`config.mk`:
```
export PLATFORM = sky130hd
export DESIGN_NAME = pc_fetch_sequencer
export DESIGN_NICKNAME = d
export VERILOG_FILES = /design/src/rtl/pc_fetch_sequencer.sv
export SDC_FILE = /design/constraint.sdc
export NUM_CORES = 1
export LEC_CHECK = 0
export CAP_MARGIN = 0
export CORE_AREA = 2 2 125 127
export CTS_CLUSTER_SIZE = 28
export DETAILED_ROUTE_END_ITERATION = 10
export DIE_AREA = 0 0 127 129
export GPL_ROUTABILITY_DRIVEN = 0
export PLACE_DENSITY_LB_ADDON = 0.15
export RECOVER_POWER = 50
export SYNTH_ARGS = -nofsm -noshare
export SYNTH_HDL_FRONTEND = slang
export SYNTH_SLANG_ARGS = --single-unit
```
`constraint.sdc`:
```
create_clock -name clk -period 6.4 [get_ports clk]
set_input_delay 0.96 -clock clk [delete_from_list [all_inputs] [get_ports clk]]
set_output_delay 0.96 -clock clk [all_outputs]
set_load 0.05 [all_outputs]
```
`src/rtl/pc_fetch_sequencer.sv`:
```
// pc_fetch_sequencer
//   Owns the architectural program counter, fetches one instruction word at a
//   time from instruction memory, and hands each word to the decode stage. It
//   decodes the branch class of the issued word (B, BL, CBZ) to pick the next
//   PC, and strobes a link-register write for BL.
//
// Optional build macro: PC_BOUNDS_CHECK_EN
//   When defined, a next_pc outside [0, IMEM_BYTES) or not word aligned is
//   refused. The PC holds, the sticky fault flag sets and the sequencer halts.
//   When undefined, fault is tied low.
//
// Ports
//   clk          clock, all state updates on the rising edge
//   rst          synchronous active-low reset
//   start        leave IDLE and begin fetching
//   halt_req     halt after the instruction being handed off this cycle
//   imem_req     fetch request, held until imem_valid
//   imem_addr    fetch address (the current pc)
//   imem_valid   imem_rdata valid (only looked at while fetching)
//   imem_rdata   fetched instruction word
//   instr_valid  instr / instr_pc valid to downstream
//   instr        issued instruction
//   instr_pc     address of the issued instruction
//   instr_ready  downstream accepts instr
//   cbz_zero     Rt==0 for the issued CBZ, sampled on the handshake cycle
//   lr_we        one-cycle link-register write strobe
//   lr_addr      link register index (X30)
//   lr_data      return address (BL pc + 4)
//   pc           current program counter
//   halted       high while halted
//   fault        sticky bounds fault
module pc_fetch_sequencer #(
  parameter int unsigned       ADDR_W     = 32,
  parameter logic [ADDR_W-1:0] RESET_PC   = '0,
  parameter int unsigned       IMEM_BYTES = 1024
) (
  input  logic              clk,
  input  logic              rst,
  input  logic              start,
  input  logic              halt_req,
  output logic              imem_req,
  output logic [ADDR_W-1:0] imem_addr,
  input  logic              imem_valid,
  input  logic [31:0]       imem_rdata,
  output logic              instr_valid,
  output logic [31:0]       instr,
  output logic [ADDR_W-1:0] instr_pc,
  input  logic              instr_ready,
  input  logic              cbz_zero,
  output logic              lr_we,
  output logic [4:0]        lr_addr,
  output logic [ADDR_W-1:0] lr_data,
  output logic [ADDR_W-1:0] pc,
  output logic              halted,
  output logic              fault
);

  typedef enum logic [1:0] {
    S_IDLE,
    S_FETCH,
    S_ISSUE,
    S_HALTED
  } state_t;

  state_t            state_reg, state_next;
  logic [ADDR_W-1:0] pc_reg;
  logic [31:0]       instr_reg;
  logic [ADDR_W-1:0] instr_pc_reg;
  logic              lr_we_reg;
  logic [ADDR_W-1:0] lr_data_reg;

  logic              handshake;
  logic              fetch_done;
  logic              is_b, is_bl, is_cbz;
  logic [ADDR_W-1:0] off_b, off_cbz;
  logic [ADDR_W-1:0] next_pc;
  logic              oob_next;
  logic              bounds_bad;

  assign handshake  = (state_reg == S_ISSUE) && instr_ready;
  assign fetch_done = (state_reg == S_FETCH) && imem_valid;

  // Branch class decode on the word currently being issued.
  assign is_b   = (instr_reg[31:26] == 6'b000101);
  assign is_bl  = (instr_reg[31:26] == 6'b100101);
  assign is_cbz = (instr_reg[31:24] == 8'b10110100);

  // Word offsets, sign-extended and scaled to bytes.
  assign off_b   = {{(ADDR_W-28){instr_reg[25]}}, instr_reg[25:0], 2'b00};
  assign off_cbz = {{(ADDR_W-21){instr_reg[23]}}, instr_reg[23:5], 2'b00};

  always_comb begin
    next_pc = pc_reg + ADDR_W'(4);
    if (is_b || is_bl) begin
      next_pc = pc_reg + off_b;
    end else if (is_cbz && cbz_zero) begin
      next_pc = pc_reg + off_cbz;
    end
  end

  assign oob_next = (next_pc >= ADDR_W'(IMEM_BYTES)) || (next_pc[1:0] != 2'b00);

`ifdef PC_BOUNDS_CHECK_EN
  assign bounds_bad = handshake && oob_next;
`else
  // The range check has no consumer when the bounds feature is left out.
  logic unused_oob;
  assign unused_oob = oob_next;
  assign bounds_bad = 1'b0;
`endif

  // State register.
  always_ff @(posedge clk) begin
    if (!rst) begin
      state_reg <= S_IDLE;
    end else begin
      state_reg <= state_next;
    end
  end

  // Next-state logic.
  always_comb begin
    state_next = state_reg;
    case (state_reg)
      S_IDLE:   if (start) state_next = S_FETCH;
      S_FETCH:  if (imem_valid) state_next = S_ISSUE;
      S_ISSUE: begin
        if (handshake) begin
          state_next = (bounds_bad || halt_req) ? S_HALTED : S_FETCH;
        end
      end
      S_HALTED: state_next = S_HALTED;
      default:  state_next = S_IDLE;
    endcase
  end

  // Datapath registers.
  always_ff @(posedge clk) begin
    if (!rst) begin
      pc_reg       <= RESET_PC;
      instr_reg    <= '0;
      instr_pc_reg <= '0;
      lr_we_reg    <= 1'b0;
      lr_data_reg  <= '0;
    end else begin
      lr_we_reg <= 1'b0;
      if (fetch_done) begin
        instr_reg    <= imem_rdata;
        instr_pc_reg <= pc_reg;
      end
      if (handshake) begin
        // A refused target leaves the PC where it is.
        if (!bounds_bad) begin
          pc_reg <= next_pc;
        end
        // The link write happens even when the branch target is refused.
        if (is_bl) begin
          lr_we_reg   <= 1'b1;
          lr_data_reg <= instr_pc_reg + ADDR_W'(4);
        end
      end
    end
  end

`ifdef PC_BOUNDS_CHECK_EN
  logic fault_reg;
  always_ff @(posedge clk) begin
    if (!rst) begin
      fault_reg <= 1'b0;
    end else if (bounds_bad) begin
      fault_reg <= 1'b1;
    end
  end
  assign fault = fault_reg;
`else
  assign fault = 1'b0;
`endif

  assign imem_req    = (state_reg == S_FETCH);
  assign imem_addr   = pc_reg;
  assign instr_valid = (state_reg == S_ISSUE);
  assign instr       = instr_reg;
  assign instr_pc    = instr_pc_reg;
  assign lr_we       = lr_we_reg;
  assign lr_addr     = 5'd30;
  assign lr_data     = lr_data_reg;
  assign pc          = pc_reg;
  assign halted      = (state_reg == S_HALTED);

endmodule

```
==> impl_metrics.env <==
export IMPL_status="complete, but fails checks"
export IMPL_violations="capacitance limit, slew limit"
export IMPL_slowest_delay_ns=0.54
export IMPL_crit_path_cell_trace="dlygate4sd3_1 > nand4_1 > nor2_1 > a21oi_1 > ha_1 > fa_1 > a21o_1 > a311oi_1 > nor3_1 > nor2_1 > o21ai_0 > a31oi_1 > mux2i_1 > nand3_1"
export IMPL_yosysWarnings=0
export IMPL_synthAdderAreaFrac_pct=5.88
export IMPL_syn_avg_cell_area_um2=8.04
export IMPL_final_cell_count_no_fill=1255
export IMPL_detail_route_antenna_nets=0
export IMPL_num_vias=6738
export IMPL_vias_per_cell=5.37
export IMPL_tritoncts="done"
export IMPL_path_class="in -> reg"
export IMPL_leakage_nw=4.12
export IMPL_drv_slew=63
export IMPL_finClkSkew_ns=0.0142
export IMPL_ys_top_cells_by_count="nand2_1 (207), dfxtp_1 (125), a21boi_0 (66), buf_4 (44), clkbuf_1 (40)"
export IMPL_hold_viol_final=0
export IMPL_grt_max_degree=69
export IMPL_io_pins=209
export IMPL_final_seq_area_um2=2500
export IMPL_cp_start_kind="primary input"
export IMPL_htreeDepth=4
export IMPL_initial_utilization_pct=49.2
export IMPL_fillerInstances=1361
export IMPL_dp_hpwl_um=13800
export IMPL_synth_area_um2=7370
export IMPL_maxSlewHeadroom_pct=-110
export IMPL_setup_violations=0
export IMPL_synth_edff_count=0
export IMPL_synth_top_cell_area_share_pct=34.0
export IMPL_crit_fanout=10
export IMPL_synthTopCellsByArea="dfxtp_1 (34%), nand2_1 (11%), a21boi_0 (6.7%), ha_1 (5.6%), buf_4 (4.5%)"
export IMPL_wire_per_inst_um=15.4
export IMPL_first_pass_iters=6
export IMPL_rsz0062_at_grt="false"
export IMPL_yosysSeqAreaShare_pct=34.0
export IMPL_fp_dieH_um=129
export IMPL_tns_ns=0
export IMPL_drt_iter0_markers=466
export IMPL_synth_simple_area_share_pct=22.6
export IMPL_post_cts_resized=0
export IMPL_synth_top_family_by_area="compound AO/OA/AOI/OAI gates"
export IMPL_r2r_cells=13
export IMPL_maxCapViolCount=1
export IMPL_antenna_diode_count=0
export IMPL_max_slew_worst_pin_slew_ns=3.15
export IMPL_path_depth=14
export IMPL_cp_num_buf_inv=1
export IMPL_cpMostUsedCell="nor2_1"
export IMPL_async_reset_ff_share_pct=0
export IMPL_dp_cells=1223
export IMPL_ys_ff_latch=125
export IMPL_finalInstanceArea_um2=9650
export IMPL_grt_pass1_vias=6031
export IMPL_synth_compound_area_share_pct=24.3
export IMPL_wl_um=19400
export IMPL_coreArea_um2=15000
export IMPL_drive_gt1_share_pct=5.25
export IMPL_worst_path_max_delay_cell="nor2_1"
export IMPL_ys_types=65
export IMPL_fp_dieW_um=127
export IMPL_synth_xor_area_share_pct=5.23
export IMPL_grt_pass1_wl_um=31100
export IMPL_endpoint_kind="flop"
export IMPL_antenna_found_initial=0
export IMPL_multi_input_area_um2=4360
export IMPL_area_growth_pct=31.0
export IMPL_rows=45
export IMPL_place_area_um2=9110
export IMPL_p_per_area_nw_per_um2=192
export IMPL_finalPower_mw=1.85
export IMPL_dieArea_um2=16400
export IMPL_yosys_mux_area_fraction_pct=0.408
export IMPL_synthFlopType="dfxtp_1"
export IMPL_drc_errors=0
export IMPL_critPathArrivalTime_ns=4.51
export IMPL_synth_top_area_cell="dfxtp_1"
export IMPL_clock_sinks=125
export IMPL_post_cts_setup_buffers=0
export IMPL_grt_use_total_pct=23.6
export IMPL_largest_reg_flops=32
export IMPL_postCtsHoldBufs=0
export IMPL_clkTransAtPathRegs_ns=0.05
export IMPL_cp_required_ns=6.70
export IMPL_synth_most_common_cell="nand2_1"
export IMPL_crit_family="compound AO/OA/AOI/OAI gates"
export IMPL_max_freq_ghz=0.238
export IMPL_min_path_type="reg -> reg"
export IMPL_insertion_delay_ns=0.43
export IMPL_period_share_pct=65.7
export IMPL_num_nets_final=1127
export IMPL_io_buffers=194
export IMPL_grt_overflow=0
export IMPL_cts_inserted_buffers=17
export IMPL_worstHoldPathCells=2
export IMPL_peakVddDrop_mv=0.212
export IMPL_fin_crit_ns=4.21
export IMPL_cts_root_buf="clkbuf_16"
export IMPL_synthCells=916
export IMPL_cts_buffer_depth=2
-- area by class of cell --
class,instances,share of cell area (%)
sequential,125,25.9
clock inverter,10,0.687
timing repair buffer,199,20.5
clock buffer,22,4.91
inverter,10,0.389
multi-input combinational,701,45.2
tap,188,2.44
-- logic make-up (layout without fill, tap and decap cells) --
group,count (synthesis),count (layout)
simple gates,360,360
compound gates,246,246
flops,125,125
buf+inv,102,241
xor+xnor,44,44
fa+ha+maj,34,34
mux,3,3
other cells,2,14
-- routing by layer --
metal  global-route usage (%)  wire length [um]  vias up
li1                         -                 -     3426
met1                     33.3              9500     3061
met2                     35.2              8360      226
met3                     6.03              1230       25
met4                     8.21               293        0
met5                        0                 0        -
-- tightest hold or removal path: cells and delay by family (launching register included) --
family | cells | cell delay [ns]
DFF | 1 | 0.32
AOI/OAI and AO/OA | 1 | 0.06
and+or+nand+nor | 1 | 0.05
-- where the power goes --
part | total, mW | internal, mW | switching (mW)
clock | 0.882 | 0.522 | 0.360
sequential | 0.803 | 0.790 | 0.0132
combinational | 0.165 | 0.0543 | 0.111
total | 1.85 | 1.37 | 0.485
-- final timing paths --
path                   endpoint  startpoint  slack (ns)
setup / recovery  imem_addr[16]    cbz_zero        2.19
hold / removal        instr[28]   instr[28]        0.48
setup reg to reg  imem_addr[16]   instr[30]        2.73
hold reg to reg       instr[28]   instr[28]        0.48
-- through the flow --
stage	hold WS, ns	util [%]	setup slack (ns)
final	0.480	64.4	2.19
after floorplan	0.479	-	2.43
after global placement	0.468	60.8	1.90
after detailed placement	0.476	60.8	1.82
after global routing	0.497	64.4	1.88
after CTS	0.484	64.4	2.26
-- placed cells by master, fill, tap and decap left out, types with 33 or more instances in the layout --
cell type and count:
a21boi_0 66, clkdlybuf4s50_1 115, dfxtp_1 125, dlygate4sd3_1 78, ha_1 33, nand2_1 206, nand3_1 35, o21ai_0 35
(Power assumes the default switching activity.)
